--- src/rtl/receive_connector.sv ---
// Reassembles 4-byte UART packets (header + three 5-bit data bytes) into 15-bit
// IO-register writes and offers them to the core over a valid/ready handshake.
module receive_connector #(
    parameter int TIMEOUT_CYCLES = 50000
) (
    input  logic        clock,
    input  logic        reset,
    input  logic        uart_rx_valid,
    input  logic [7:0]  uart_rx_data,
    input  logic        io_wr_ready,
    input  logic        err_clear,
    output logic        io_wr_valid,
    output logic [6:0]  io_wr_sel,
    output logic [14:0] io_wr_data,
    output logic        frame_err,
    output logic        overrun,
    output logic [7:0]  pkt_count
);

    localparam int CNT_W = $clog2(TIMEOUT_CYCLES + 1);
    localparam logic [CNT_W-1:0] CNT_LAST = CNT_W'(TIMEOUT_CYCLES - 1);

    localparam logic [1:0] S_IDLE   = 2'd0;
    localparam logic [1:0] S_GOT_H  = 2'd1;
    localparam logic [1:0] S_GOT_D0 = 2'd2;
    localparam logic [1:0] S_GOT_D1 = 2'd3;

    logic [1:0]       state_q, state_d;
    logic [6:0]       chan_q, chan_d;
    logic [9:0]       part_q, part_d;
    logic [CNT_W-1:0] cnt_q, cnt_d;
    logic             valid_q, valid_d;
    logic [6:0]       sel_q, sel_d;
    logic [14:0]      data_q, data_d;
    logic             ferr_q, ferr_d;
    logic             ovr_q, ovr_d;
    logic [7:0]       pkt_q, pkt_d;
    logic             out_free;

    always_comb begin
        state_d  = state_q;
        chan_d   = chan_q;
        part_d   = part_q;
        cnt_d    = cnt_q;
        valid_d  = valid_q;
        sel_d    = sel_q;
        data_d   = data_q;
        pkt_d    = pkt_q;
        ferr_d   = ferr_q & ~err_clear;
        ovr_d    = ovr_q & ~err_clear;
        // A write being accepted this cycle frees the output for a same-cycle reload.
        out_free = !valid_q || io_wr_ready;

        if (valid_q && io_wr_ready) begin
            valid_d = 1'b0;
        end

        if (uart_rx_valid) begin
            cnt_d = '0;
            if (uart_rx_data[7]) begin
                if (state_q != S_IDLE) begin
                    ferr_d = 1'b1;
                end
                chan_d  = uart_rx_data[6:0];
                state_d = S_GOT_H;
            end else if (state_q == S_IDLE) begin
                ferr_d = 1'b1;
            end else if (uart_rx_data[6:5] != 2'b00) begin
                ferr_d  = 1'b1;
                state_d = S_IDLE;
            end else begin
                case (state_q)
                    S_GOT_H: begin
                        part_d[9:5] = uart_rx_data[4:0];
                        state_d     = S_GOT_D0;
                    end
                    S_GOT_D0: begin
                        part_d[4:0] = uart_rx_data[4:0];
                        state_d     = S_GOT_D1;
                    end
                    S_GOT_D1: begin
                        state_d = S_IDLE;
                        if (out_free) begin
                            valid_d = 1'b1;
                            sel_d   = chan_q;
                            data_d  = {part_q, uart_rx_data[4:0]};
                            pkt_d   = pkt_q + 8'd1;
                        end else begin
                            ovr_d = 1'b1;
                        end
                    end
                    default: ;
                endcase
            end
        end else if (state_q != S_IDLE) begin
            if (cnt_q == CNT_LAST) begin
                state_d = S_IDLE;
                ferr_d  = 1'b1;
                cnt_d   = '0;
            end else begin
                cnt_d = cnt_q + CNT_W'(1);
            end
        end else begin
            cnt_d = '0;
        end
    end

    always_ff @(posedge clock or posedge reset) begin
        if (reset) begin
            state_q <= S_IDLE;
            chan_q  <= '0;
            part_q  <= '0;
            cnt_q   <= '0;
            valid_q <= 1'b0;
            sel_q   <= '0;
            data_q  <= '0;
            ferr_q  <= 1'b0;
            ovr_q   <= 1'b0;
            pkt_q   <= '0;
        end else begin
            state_q <= state_d;
            chan_q  <= chan_d;
            part_q  <= part_d;
            cnt_q   <= cnt_d;
            valid_q <= valid_d;
            sel_q   <= sel_d;
            data_q  <= data_d;
            ferr_q  <= ferr_d;
            ovr_q   <= ovr_d;
            pkt_q   <= pkt_d;
        end
    end

    assign io_wr_valid = valid_q;
    assign io_wr_sel   = sel_q;
    assign io_wr_data  = data_q;
    assign frame_err   = ferr_q;
    assign overrun     = ovr_q;
    assign pkt_count   = pkt_q;

endmodule
--- config.mk ---
export PLATFORM = sky130hd
export DESIGN_NAME = receive_connector
export DESIGN_NICKNAME = d
export VERILOG_FILES = /design/src/rtl/receive_connector.sv
export SDC_FILE = /design/constraint.sdc
export NUM_CORES = 1
export LEC_CHECK = 0
export ABC_AREA = 1
export CORE_MARGIN = 2
export CORE_UTILIZATION = 35
export CTS_CLUSTER_SIZE = 10
export DETAILED_ROUTE_END_ITERATION = 6
export GPL_TIMING_DRIVEN = 0
export RECOVER_POWER = 25
export SLEW_MARGIN = 20
export SYNTH_ARGS = -nofsm -noshare
export SYNTH_HDL_FRONTEND = slang
export SYNTH_SLANG_ARGS = --single-unit
--- constraint.sdc ---
create_clock -name clock -period 2.48 [get_ports clock]
set_input_delay 0.496 -clock clock [delete_from_list [all_inputs] [get_ports clock]]
set_output_delay 0.496 -clock clock [all_outputs]
set_load 0.02 [all_outputs]
## Yosys cells after proc, flatten, opt, wreduce, memory -nomap -nowiden

Cells that the tools add are included.

- Equality and inequality tests: 6
- Bitwise gates (word level): 6
- Reduce and logical (&&, ||, !) cells: 13
- Add/subtract/negate cells: 2
- Mux-type cells: 30

Operators with widths:

| kind | count |
|---|---|
| 2-to-1 mux 16 bit | 3 |
| 2-to-1 mux 1 bit | 20 |
| adder 16 x 1 -> 16 bit (second input constant) | 1 |
| == test 16 bit (second input constant) | 1 |
| 2-to-1 mux 2 bit | 6 |
| AND reduction 5 bit | 2 |
| adder 8 x 1 -> 8 bit (second input constant) | 1 |
| nonzero test 2 bit | 4 |
| != test 6 x 1 -> 1 bit (second input constant) | 1 |
| one-hot mux 2 bit (3 select lines) | 1 |
| AND reduction 6 bit | 1 |
| == test 2 bit (second input constant) | 2 |
| NOT 1 bit | 4 |
| AND reduction 4 bit | 1 |
| != test 3 bit (second input constant) | 1 |
| AND 1 bit | 2 |
| == test 2 x 1 -> 1 bit (second input constant) | 1 |
| zero test 2 bit | 1 |
| AND reduction 2 bit | 1 |
| logical AND 1 bit | 1 |
| zero test 1 bit | 1 |
| logical OR 1 bit | 1 |

- Register bits: 68
- Word-level logic and storage cells: 68
- Output and inout port bits: 33
- Bits of input ports: 13

## Logic depth before layout (Yosys ltp)

- Word-level depth: 8
- Gate-level depth with buffers: 9
- Depth with buffers taken out: 9

## Least setup slack after synthesis

No wires, ideal clock.

- Kind: reg2reg
- Start point: register state_q[0]
- End point: register pkt_q[1], in the netlist pkt_count[1]
- Arrival time: 1.366 ns
- Required time: 2.363 ns
- Buffers on the path: 1
- Stages on the path, launching flop included: 10
- Slack: 0.997 ns
- Cell sequence: dfrtp_1 -> inv_1 -> ha_1 -> inv_2 -> nand4_4 -> nor2_4 -> inv_2 -> buf_2 -> nand2_1 -> nand2_1

- Longest elaborated chain between the ends: 3
- Elaborated cells on any way between the ends: 4
- Classes of those cells: 1 x eq/ne; 1 x bitwise; 2 x reduce/logical

RTL lines:

| element | line | text |
|---|---|---|
| start, declared | 28 | `logic [1:0] state_q, state_d;` |
| start signal, assigned | 121 | `state_q <= state_d;` |
| zero test 2 bit | 66 | `end else if (state_q == S_IDLE) begin` |
| NOT 1 bit (no line) | n/a |  |
| AND reduction 6 bit (no line) (*) | n/a |  |
| end signal, assigned | 130 | `pkt_q <= pkt_d;` |
| end, declared | 37 | `logic [7:0] pkt_q, pkt_d;` |

Mark *: on every way between the ends. The rest lies on a longest branch, timed or not.
A chain may end at the register's enable or synchronous reset.

## Worst setup path in the final report

- Start point: register pkt_q[3], in the netlist pkt_count[3]
- End point: output pkt_count[3]

RTL lines:

| element | line | text |
|---|---|---|
| end, declared | 17 | `output logic [7:0] pkt_count` |

No word-level cell between the ends.

==> flow_summary.yaml <==
yosys:
  syn-num-nets: 382
  synth_seq_cells: 68
  netlist_area_um2: 3100
  syn_inst: 362
  avgSynthCellArea_um2: 8.55
  ys_seq_area_share_pct: 54.9
  ys_types: 26
  yosysWarnings: 0
job:
  maxCapViolCount: 0
route:
  route.detailed.drc: 0
  first_pass_iters: 4
  drtAntennaViolNets: 0
  via_per_inst: 4.56
  routedWlPerCell_um: 11.8
  num_vias: 2425
  wl_um: 6290
  dr.first_iter.drc_count: 140
global_route:
  antenna_found_initial: 0
  first_global_vias: 2460
  track_usage_pct: 14.8
  use_met2_pct: 22.4
  grt_use_met3_pct: 3.87
  overflow: 0
  busiest_layer: "met2"
  met1_usage_pct: 20.7
  grt_max_degree: 49
  grt_pass1_wl_um: 11500
power_and_ir_drop:
  vdd_ir_drop_max_v: 0.000283
  fin_total_pwr_w: 0.00239
  power_density_nw_per_um2: 607
  p_leak_nw: 1.85
sta:
  finalMaxSlewViolations: 0
  hold_viol_final: 0
  rsz0062_at_grt: "false"
  fmax_mhz: 531
  period_needed_ns: 1.88
  clock_skew_ns: 0.0116
  slew_headroom_pct: 31.7
  finalSetupViolCount: 0
  worst_pin_slew_ns: 1.02
  period_share_pct: 75.9
final_layout:
  drive_gt1_share_pct: 8.96
  seq_area_um2: 1700
  n_fill_cell: 842
  instances_no_fill: 532
  finalInstanceArea_um2: 3930
  nets: 439
  synthToLayoutAreaGrowth_pct: 26.8
  diodes: 0
  multiInputGateArea_um2: 1200
cts:
  cts.clk_slew.worst_paths_ns: 0.08
  cts_resized: 0
  numClockSinks: 68
  htreeDepth: 3
  clockBufferDepth: 2
  cts_hold_buf: 0
  cts_root_buf: "clkbuf_8"
  cts_inserted_buffers: 9
  clk_latency_ns: 0.34
  cts_tree: "done"
  postCtsSetupRepairBufs: 0
floorplanning:
  die_w_um: 98.1
  placementRows: 34
  die_h_um: 98.1
  dieArea_um2: 9620
  io_pins: 46
  initial_core_util_pct: 35.9
  core_area_um2: 8640
status:
  status: "finished, final reports clean"
place:
  hpwl_um: 4530
  dp_cells: 516
  dpl-instance-area_um2: 3710
  port_buffers: 45
  gp_congestion: 0.841
worst_setup_path:
  start_kind: "flip-flop"
  critPathSlowestCell: "clkdlybuf4s50_1"
  crit_family: "buffers and inverters"
  cp.required_ns: 1.98
  crit_path_end_kind: "primary output"
  cp.arrival_ns: 1.39
  critical_path_class: "reg -> out"
  path_cells: "clkdlybuf4s50_1"
  critical_path.max_fanout: 4
  path_buf_inv: 1
  cp_slowest_stage_delay_ns: 0.63
hold_path:
  holdCritPathClass: "reg -> reg"
-- synthesized netlist by cell type (all sizes together) --
cell type	n	area, µm²
clkbuf	1	3.75
ha	7	87.6
a31oi	1	6.26
buf	6	48.8
nand4	4	40.0
mux2	2	22.5
dfrtp	68	1700
nand2	128	485
nor2	42	185
inv	39	146
a21oi	3	15.0
nand3	12	60.1
o21bai	1	7.51
nor3	11	71.3
xor2	6	52.6
xnor2	2	17.5
o21ai	29	145
-- routing by layer --
metal,up-vias,routed length (µm)
li1,1244,-
met1,1132,3130
met2,43,2800
met3,6,257
met4,0,95
met5,-,0
-- cells by family after synthesis --
group	Yosys count	share of synthesized area, %
compound gates	34	5.62
xor+xnor	8	2.26
fa+ha+maj	7	2.83
buf+inv	46	6.42
flops	68	54.9
mux	2	0.727
simple gates	197	27.2
-- cells in the final DEF, fill, tap and decap left out, drive strengths merged --
master and count:
clkdlybuf4s50 44, nor3 11, buf 7, xnor2 2, a31oi 1, dlygate4sd3 1, clkbuf 11, nand3 12
nor2 42, nand2 128, o21ai 29, bufinv 2, clkinvlp 3, ha 7, a21oi 3, dfrtp 68
clkinv 2, xor2 6, inv 38, nand4 4, o21bai 1, mux2 2
-- path summary, 6_finish.rpt --
check	end	start	slack, ns	depth (start not counted)
max in group asynchronous	io_wr_data[2]	reset	0.99	3
min in group asynchronous	cnt_q[2]	reset	0.80	2
worst min register to register	io_wr_data[5]	part_q[0]	0.46	2
worst max register to register	io_wr_data[10]	state_q[0]	0.74	9
worst max-delay path	pkt_count[3]	pkt_count[3]	0.60	1
worst min-delay path	io_wr_data[5]	part_q[0]	0.46	2
-- flip-flops by register name (all words and copies together) (netlist names) --
signal       cells
cnt_q           16
io_wr_data      15
part_q          10
pkt_count        8
io_wr_valid      1
overrun          1
frame_err        1
io_wr_sel        7
state_q          2
chan_q           7
-- per-stage QoR --
stage / hold slack, ns / util (%) / setup WS, ns / TNS (ns)
floorplan: 0.433 / - / 0.272 / 0
detailed placement: 0.459 / 43.0 / 0.361 / 0
finish: 0.461 / 45.5 / 0.597 / 0
CTS: 0.469 / 45.5 / 0.578 / 0
global placement: 0.451 / 42.6 / -0.935 / -63.27
global route: 0.489 / 45.5 / 0.547 / 0
-- cell type report --
type                    count  area share [%]
inverters                  39            3.76
well taps                 108            3.44
flip-flops and latches     68            43.3
repair buffers             46            12.2
plain buffers               7            1.34
clock inverters             6            2.26
multi-input cells         248            30.5
clock buffers              10            3.25
-- where the power goes --
part / switching, W / internal [W]
logic: 0.000120 / 0.0000783
clock network: 0.000433 / 0.000567
registers: 0.0000312 / 0.00116
total: 0.000584 / 0.00180
(Power assumes the default switching activity.)
